File: src/rtl/axil_pkg.sv
// Shared definitions for the AXI4-Lite command master: FSM encoding,
// response codes and the fixed protection value.
package axil_pkg;

  typedef enum logic [2:0] {
    IDLE,
    WR_REQ,
    WR_RESP,
    RD_REQ,
    RD_RESP,
    DONE
  } axil_state_t;

  localparam logic [1:0] RESP_OKAY    = 2'b00;
  localparam logic [1:0] RESP_SLVERR  = 2'b10;
  localparam logic [2:0] PROT_DEFAULT = 3'b000;

endpackage

File: src/rtl/axil_resp_timer.sv
// Response-wait timer for axil_cmd_master; only built when AXIL_MASTER_TIMEOUT_EN
// is defined. Counts consecutive waiting cycles and flags the last allowed one.
`ifdef AXIL_MASTER_TIMEOUT_EN
module axil_resp_timer #(
  parameter int TIMEOUT_CYCLES = 16
) (
  input  logic clk,
  input  logic rst_n,
  input  logic active,
  output logic expired
);

  localparam int CW = $clog2(TIMEOUT_CYCLES + 1);

  logic [CW-1:0] count;

  // Restarts from zero whenever the master is not waiting on a response.
  always_ff @(posedge clk) begin
    if (!rst_n || !active) begin
      count <= '0;
    end else begin
      count <= count + CW'(1);
    end
  end

  assign expired = active && (count == CW'(TIMEOUT_CYCLES - 1));

endmodule
`endif

File: src/rtl/axil_cmd_master.sv
// Single-outstanding AXI4-Lite master driven by a simple command/response port.
// Optional response timeout is enabled with AXIL_MASTER_TIMEOUT_EN.
module axil_cmd_master
  import axil_pkg::*;
#(
  parameter int C_M_AXI_DATA_WIDTH = 32,
  parameter int C_M_AXI_ADDR_WIDTH = 4,
  parameter int TIMEOUT_CYCLES     = 16
) (
  input  logic                          m_aclk,
  input  logic                          m_aresetn,
  input  logic                          cmd_valid,
  output logic                          cmd_ready,
  input  logic                          cmd_write,
  input  logic [C_M_AXI_ADDR_WIDTH-1:0] cmd_addr,
  input  logic [C_M_AXI_DATA_WIDTH-1:0] cmd_wdata,
  output logic                          rsp_valid,
  output logic [C_M_AXI_DATA_WIDTH-1:0] rsp_rdata,
  output logic [1:0]                    rsp_resp,
  output logic [C_M_AXI_ADDR_WIDTH-1:0] m_awaddr,
  output logic [2:0]                    m_awprot,
  output logic                          m_awvalid,
  input  logic                          m_awready,
  output logic [C_M_AXI_DATA_WIDTH-1:0] m_wdata,
  output logic                          m_wvalid,
  input  logic                          m_wready,
  input  logic [1:0]                    m_bresp,
  input  logic                          m_bvalid,
  output logic                          m_bready,
  output logic [C_M_AXI_ADDR_WIDTH-1:0] m_araddr,
  output logic [2:0]                    m_arprot,
  output logic                          m_arvalid,
  input  logic                          m_arready,
  input  logic [C_M_AXI_DATA_WIDTH-1:0] m_rdata,
  input  logic [1:0]                    m_rresp,
  input  logic                          m_rvalid,
  output logic                          m_rready
);

  axil_state_t                   state;
  logic [C_M_AXI_ADDR_WIDTH-1:0] addr_q;
  logic [C_M_AXI_DATA_WIDTH-1:0] wdata_q;
  logic [C_M_AXI_DATA_WIDTH-1:0] rdata_q;
  logic [1:0]                    resp_q;
  logic                          timeout_hit;

  assign m_awaddr = addr_q;
  assign m_araddr = addr_q;
  assign m_wdata  = wdata_q;
  assign m_awprot = PROT_DEFAULT;
  assign m_arprot = PROT_DEFAULT;

`ifdef AXIL_MASTER_TIMEOUT_EN
  logic timer_active;

  assign timer_active = (state == WR_RESP && !m_bvalid) || (state == RD_RESP && !m_rvalid);

  axil_resp_timer #(
    .TIMEOUT_CYCLES(TIMEOUT_CYCLES)
  ) u_resp_timer (
    .clk    (m_aclk),
    .rst_n  (m_aresetn),
    .active (timer_active),
    .expired(timeout_hit)
  );
`else
  logic unused_timeout;

  assign unused_timeout = ^TIMEOUT_CYCLES;
  assign timeout_hit    = 1'b0;
`endif

  // Response fields are staged in rdata_q/resp_q and published one cycle after DONE.
  always_ff @(posedge m_aclk) begin
    if (!m_aresetn) begin
      state     <= IDLE;
      cmd_ready <= 1'b0;
      m_awvalid <= 1'b0;
      m_wvalid  <= 1'b0;
      m_bready  <= 1'b0;
      m_arvalid <= 1'b0;
      m_rready  <= 1'b0;
      rsp_valid <= 1'b0;
      rsp_rdata <= '0;
      rsp_resp  <= RESP_OKAY;
      addr_q    <= '0;
      wdata_q   <= '0;
      rdata_q   <= '0;
      resp_q    <= RESP_OKAY;
    end else begin
      rsp_valid <= 1'b0;
      case (state)
        IDLE: begin
          cmd_ready <= 1'b1;
          if (cmd_valid && cmd_ready) begin
            cmd_ready <= 1'b0;
            addr_q    <= cmd_addr;
            wdata_q   <= cmd_wdata;
            rdata_q   <= '0;
            resp_q    <= RESP_OKAY;
            if (cmd_write) begin
              m_awvalid <= 1'b1;
              m_wvalid  <= 1'b1;
              state     <= WR_REQ;
            end else begin
              m_arvalid <= 1'b1;
              state     <= RD_REQ;
            end
          end
        end
        // AW and W complete independently; a channel already done counts as ready.
        WR_REQ: begin
          if (m_awvalid && m_awready) m_awvalid <= 1'b0;
          if (m_wvalid && m_wready) m_wvalid <= 1'b0;
          if ((!m_awvalid || m_awready) && (!m_wvalid || m_wready)) begin
            m_bready <= 1'b1;
            state    <= WR_RESP;
          end
        end
        WR_RESP: begin
          if (m_bvalid) begin
            m_bready <= 1'b0;
            resp_q   <= m_bresp;
            state    <= DONE;
          end else if (timeout_hit) begin
            m_bready <= 1'b0;
            resp_q   <= RESP_SLVERR;
            state    <= DONE;
          end
        end
        RD_REQ: begin
          if (m_arready) begin
            m_arvalid <= 1'b0;
            m_rready  <= 1'b1;
            state     <= RD_RESP;
          end
        end
        RD_RESP: begin
          if (m_rvalid) begin
            m_rready <= 1'b0;
            rdata_q  <= m_rdata;
            resp_q   <= m_rresp;
            state    <= DONE;
          end else if (timeout_hit) begin
            m_rready <= 1'b0;
            rdata_q  <= '0;
            resp_q   <= RESP_SLVERR;
            state    <= DONE;
          end
        end
        DONE: begin
          rsp_valid <= 1'b1;
          rsp_rdata <= rdata_q;
          rsp_resp  <= resp_q;
          cmd_ready <= 1'b1;
          state     <= IDLE;
        end
        default: state <= IDLE;
      endcase
    end
  end

endmodule

File: config.mk
export PLATFORM = sky130hd
export DESIGN_NAME = axil_cmd_master
export DESIGN_NICKNAME = d
export VERILOG_FILES = /design/src/rtl/axil_pkg.sv /design/src/rtl/axil_resp_timer.sv /design/src/rtl/axil_cmd_master.sv
export SDC_FILE = /design/constraint.sdc
export NUM_CORES = 1
export LEC_CHECK = 0
export ABC_AREA = 1
export CAP_MARGIN = 20
export CORE_MARGIN = 2
export CORE_UTILIZATION = 40
export CTS_BUF_LIST = sky130_fd_sc_hd__clkbuf_8
export DETAILED_ROUTE_END_ITERATION = 10
export PLACE_DENSITY = 0.78
export SYNTH_ARGS = -nofsm -noshare
export SYNTH_HDL_FRONTEND = slang
export SYNTH_SLANG_ARGS = --single-unit
File: constraint.sdc
create_clock -name m_aclk -period 1.7 [get_ports m_aclk]
set_clock_uncertainty 0.15 [all_clocks]
set_input_delay 0.51 -clock m_aclk [delete_from_list [all_inputs] [get_ports m_aclk]]
set_output_delay 0.51 -clock m_aclk [all_outputs]
set_load 0.01 [all_outputs]
# [After elaboration in Yosys (flattened, before gate mapping)]
# Index checks and enable logic that the tools add are counted.
[classes] add_sub_neg=0 n_mul=0 div=0 n_lt_le_gt_ge=0 eq_ne=14 shift=0 n_mux=33 bitwise_logic=0 reduce_logical=25
[ops] op="$mux 32" n=2
[ops] op="$pmux 32 s2" n=1
[ops] op="$ne 2x2->1 const B" n=9
[ops] op="$reduce_and 4->1" n=4
[ops] op="$mux 3" n=5
[ops] op="$pmux 3 s5" n=1
[ops] op="$mux 1" n=13
[ops] op="$pmux 1 s2" n=6
[ops] op="$reduce_bool 2->1" n=6
[ops] op="$reduce_and 3->1" n=3
[ops] op="$mux 2" n=4
[ops] op="$eq 3x2->1 const B" n=2
[ops] op="$eq 3x3->1 const B" n=2
[ops] op="$pmux 2 s3" n=1
[ops] op="$reduce_and 5->1" n=1
[ops] op="$logic_and 1x1->1" n=4
[ops] op="$eq 3x1->1 const B" n=1
[ops] op="$logic_not 3->1" n=1
[ops] op="$reduce_bool 3->1" n=1
[ops] op="$logic_not 1->1" n=2
[ops] op="$logic_or 1x1->1" n=2
[ops] op="$reduce_and 2->1" n=1
[word_totals] regBits=114 latchBits=0 ramBits=0 rom_bits=0 inputBits=81 out_inout_bits=87 word_cells=86 memories=0

# [Depth between registers and ports, before layout]
[logic_depth] depth_word=5 ltp_mapped=10 mapped_depth_nobuf=8

# [Worst setup path before layout]
# No wires, ideal clock.
[synth_path] path_kind="in2reg" start="input port cmd_valid" end="register rdata_q[11]" setup_time_ns=0.132 arrival_ns=1.215 required_ns=1.418 path_slack_ns=0.203 path_stages=8 n_path_buf=1 cell_sequence="nand2_1 > nor2_4 > inv_6 > nand2_8 > inv_4 > buf_4 > nand2_1 > a21oi_1"
[synth_via] elab_chain_cells=3
[synth_rtl] element="start: declaration" line_no="axil_cmd_master.sv:12" source="input logic cmd_valid,"
[synth_rtl] element="$logic_and 1x1->1" line_no="axil_cmd_master.sv:95" source="if (cmd_valid && cmd_ready) begin"
[synth_rtl] element="$ne 2x2->1 (no line)"
[synth_rtl] element="$reduce_and 3->1 (no line)"
[synth_rtl] element="end signal: assignment" line_no="axil_cmd_master.sv:141" source="rdata_q <= m_rdata;"
[synth_rtl] element="end: declaration" line_no="axil_cmd_master.sv:43" source="logic [C_M_AXI_DATA_WIDTH-1:0] rdata_q;"
# Every way passes these cells.
# A chain may end at the register's enable or synchronous reset.

# [Worst setup path after layout]
[layout_path] start="register wdata_q[17], in the netlist m_wdata[17]" end="output port m_wdata[17]"
[layout_lines] element="start: declaration" line_no="axil_cmd_master.sv:42" source="logic [C_M_AXI_DATA_WIDTH-1:0] wdata_q;"
[layout_lines] element="start signal: assignment" line_no="axil_cmd_master.sv:98" source="wdata_q <= cmd_wdata;"
[layout_lines] element="end: declaration" line_no="axil_cmd_master.sv:24" source="output logic [C_M_AXI_DATA_WIDTH-1:0] m_wdata,"
# No word-level cell between the ends.

==> impl_metrics.json <==
{
  "status": "completed",
  "placed_area_um2": 6210,
  "grt_pass1_vias": 4049,
  "cp-end-kind": "primary output",
  "regArea_um2": 2290,
  "layout_setup_ws_ns": 0.0465,
  "drtIter0Drc": 171,
  "antenna_left": 0,
  "final_nets": 797,
  "combinationalPowerShare": 0.315,
  "cts_tree": "built",
  "ys_seq_area_frac": 0.512,
  "gr-total-overflow": 0,
  "hold_viol_final": 0,
  "grt_pass1_wl_mm": 18.5,
  "routedWlPerCell_um": 13.5,
  "clockBufferDepth": 2,
  "crit_chain": "clkdlybuf4s15_1",
  "power.total_mw": 8.99,
  "intPower_mw": 5.97,
  "clkPwrFrac": 0.301,
  "hold_path_class": "register to register",
  "cp.required_ns": 1.04,
  "fin_setup_tns_ns": 0,
  "drive_gt1_frac": 0.192,
  "cp.arrival_ns": 0.99,
  "die_area_um2": 12000,
  "multiInputGateArea_um2": 1690,
  "synth_top_cell_area_share": 0.512,
  "p_sw_mw": 3.02,
  "dp_hpwl_mm": 8.03,
  "cp_slowest_cell": "dfxtp_1",
  "fin_cells": 869,
  "post-route-period-util": 0.973,
  "synth_most_common_cell": "dfxtp_1",
  "gp_congestion": 0.795,
  "synth_cell_types": 29,
  "synth_warnings": 0,
  "vias": 4164,
  "crit_path_max_incr_delay_ns": 0.34,
  "clock_latency_ns": 0.41,
  "dp_cells": 836,
  "p_leak_nw": 2.66,
  "dp_slack_ns": -0.424,
  "period_minus_slack_ns": 1.65,
  "antenna_found_initial": 0,
  "path_buf_inv": 1,
  "syn_inst": 557,
  "rows": 38,
  "postCtsSetupBuffers": 0,
  "routed_wl_mm": 11.7,
  "grt_max_degree": 44,
  "grtUsageTotal": 0.196,
  "final.fill_count": 974,
  "startpoint_type": "register",
  "grt_setup_unrepaired": "true",
  "async_flop_share": 0,
  "ys_seq_elements": 114,
  "die_width_um": 110,
  "n_antenna_cell": 0,
  "whs_ns": 0.293,
  "synth_edf_count": 0,
  "synthFlopType": "dfxtp_1",
  "synth_area_um2": 4460,
  "root_buffer": "clkbuf_8",
  "cpLargestDelayFamily": "flip-flops",
  "yosys-top-cells-count": "dfxtp_1, nor2_1, o21ai_0",
  "holdBufCountCts": 0,
  "cts_max_level": 4,
  "ioPinCount": 168,
  "port_buffers": 161,
  "p_per_area_nw_per_um2": 1400,
  "final_core_util": 0.594,
  "initial_core_util": 0.411,
  "pwr-share-seq": 0.383,
  "synth_area_leader_cell": "dfxtp_1",
  "drtPass1Iterations": 4,
  "synth.avg_cell_area_um2": 8.00,
  "fmax_mhz": 605,
  "path_class": "register to primary output",
  "vias_per_cell": 4.79,
  "fp.dieH_um": 110,
  "cts-buffers-inserted": 17,
  "drv_cap": 0,
  "ir_drop_uv": 634,
  "clkTransAtPathRegs_ns": 0.07,
  "worst-path-max-fanout": 2,
  "yosys-top-cells-area": "dfxtp_1, o21ai_0, nor2_1, a21oi_1, inv_1",
  "cts.sinks": 114,
  "drcViolationCount": 0,
  "design_area_um2": 6440,
  "setup_viol": 0,
  "drv_slew": 0,
  "core_area_um2": 10800,
  "swShare": 0.336,
  "area_growth_pct": 44.4
}
timing repair:
item / in CTS / in global routing
pin swaps: 0 / 1
gates cloned: 0 / 1
endpoints found under the setup margin: 83 / 98
gates resized for setup: 125 / 102
metal layers:
metal  routed length (um)  track usage
met4                  109       0.0687
met1                 5010        0.245
met3                 1210       0.0818
met5                    0            0
met2                 5360        0.305
layout make-up:
cell class,instances,share of cell area
timing repair buffer,183,0.256
tap,140,0.0272
sequential,114,0.355
clock inverter,12,0.0239
multi-input combinational,350,0.263
inverter,50,0.0319
clock buffer,20,0.0428
sequential cells by signal, indices dropped and copies added, names as in the netlist, 2 cells and up:
register	flops
rsp_resp	2
rdata_q	32
state	3
resp_q	2
m_araddr	4
m_wdata	32
rsp_rdata	32
path summary, 6_finish.rpt:
check / slack, ns / cells past startpoint / from / end
max: 0.05 / 1 / m_wdata[17] / m_wdata[17]
min: 0.29 / 2 / rsp_resp[0] / rsp_resp[0]
max reg2reg: 0.11 / 8 / state[0] / rdata_q[11]
min reg2reg: 0.29 / 2 / rsp_resp[0] / rsp_resp[0]
cells in the final DEF, fill, tap and decap left out, types with 2 or more instances in the layout:
| cell type | instances |
|---|---|
| clkbuf_2 | 50 |
| conb_1 | 6 |
| nor2_1 | 101 |
| clkdlybuf4s50_1 | 79 |
| bufinv_16 | 3 |
| nand3_1 | 24 |
| dfxtp_2 | 4 |
| clkbuf_8 | 20 |
| inv_1 | 48 |
| clkinv_2 | 2 |
| clkdlybuf4s15_2 | 6 |
| clkdlybuf4s15_1 | 24 |
| clkinvlp_4 | 2 |
| a21oi_1 | 57 |
| buf_4 | 12 |
| dfxtp_1 | 110 |
| buf_12 | 8 |
| o21ai_1 | 13 |
| inv_6 | 3 |
| nand2_1 | 39 |
| o21ai_0 | 81 |
| clkinv_4 | 2 |
| a21oi_2 | 18 |
power by group through the flow:
stage	Sequential (mW)	Combinational, mW	Clock [mW]
floorplan	3.58	1.66	0
global placement	3.46	2.92	0
detailed placement	3.49	3.00	0
CTS	3.43	2.84	2.76
global route	3.50	3.14	2.89
finish	3.44	2.83	2.71
cells by family after synthesis:
family | synth area share
other | 0.000841
buffers and inverters | 0.113
AO/OA/AOI/OAI | 0.209
AND/OR/NAND/NOR | 0.164
flip-flops | 0.512
No activity file was read; power rests on OpenSTA's default activity.
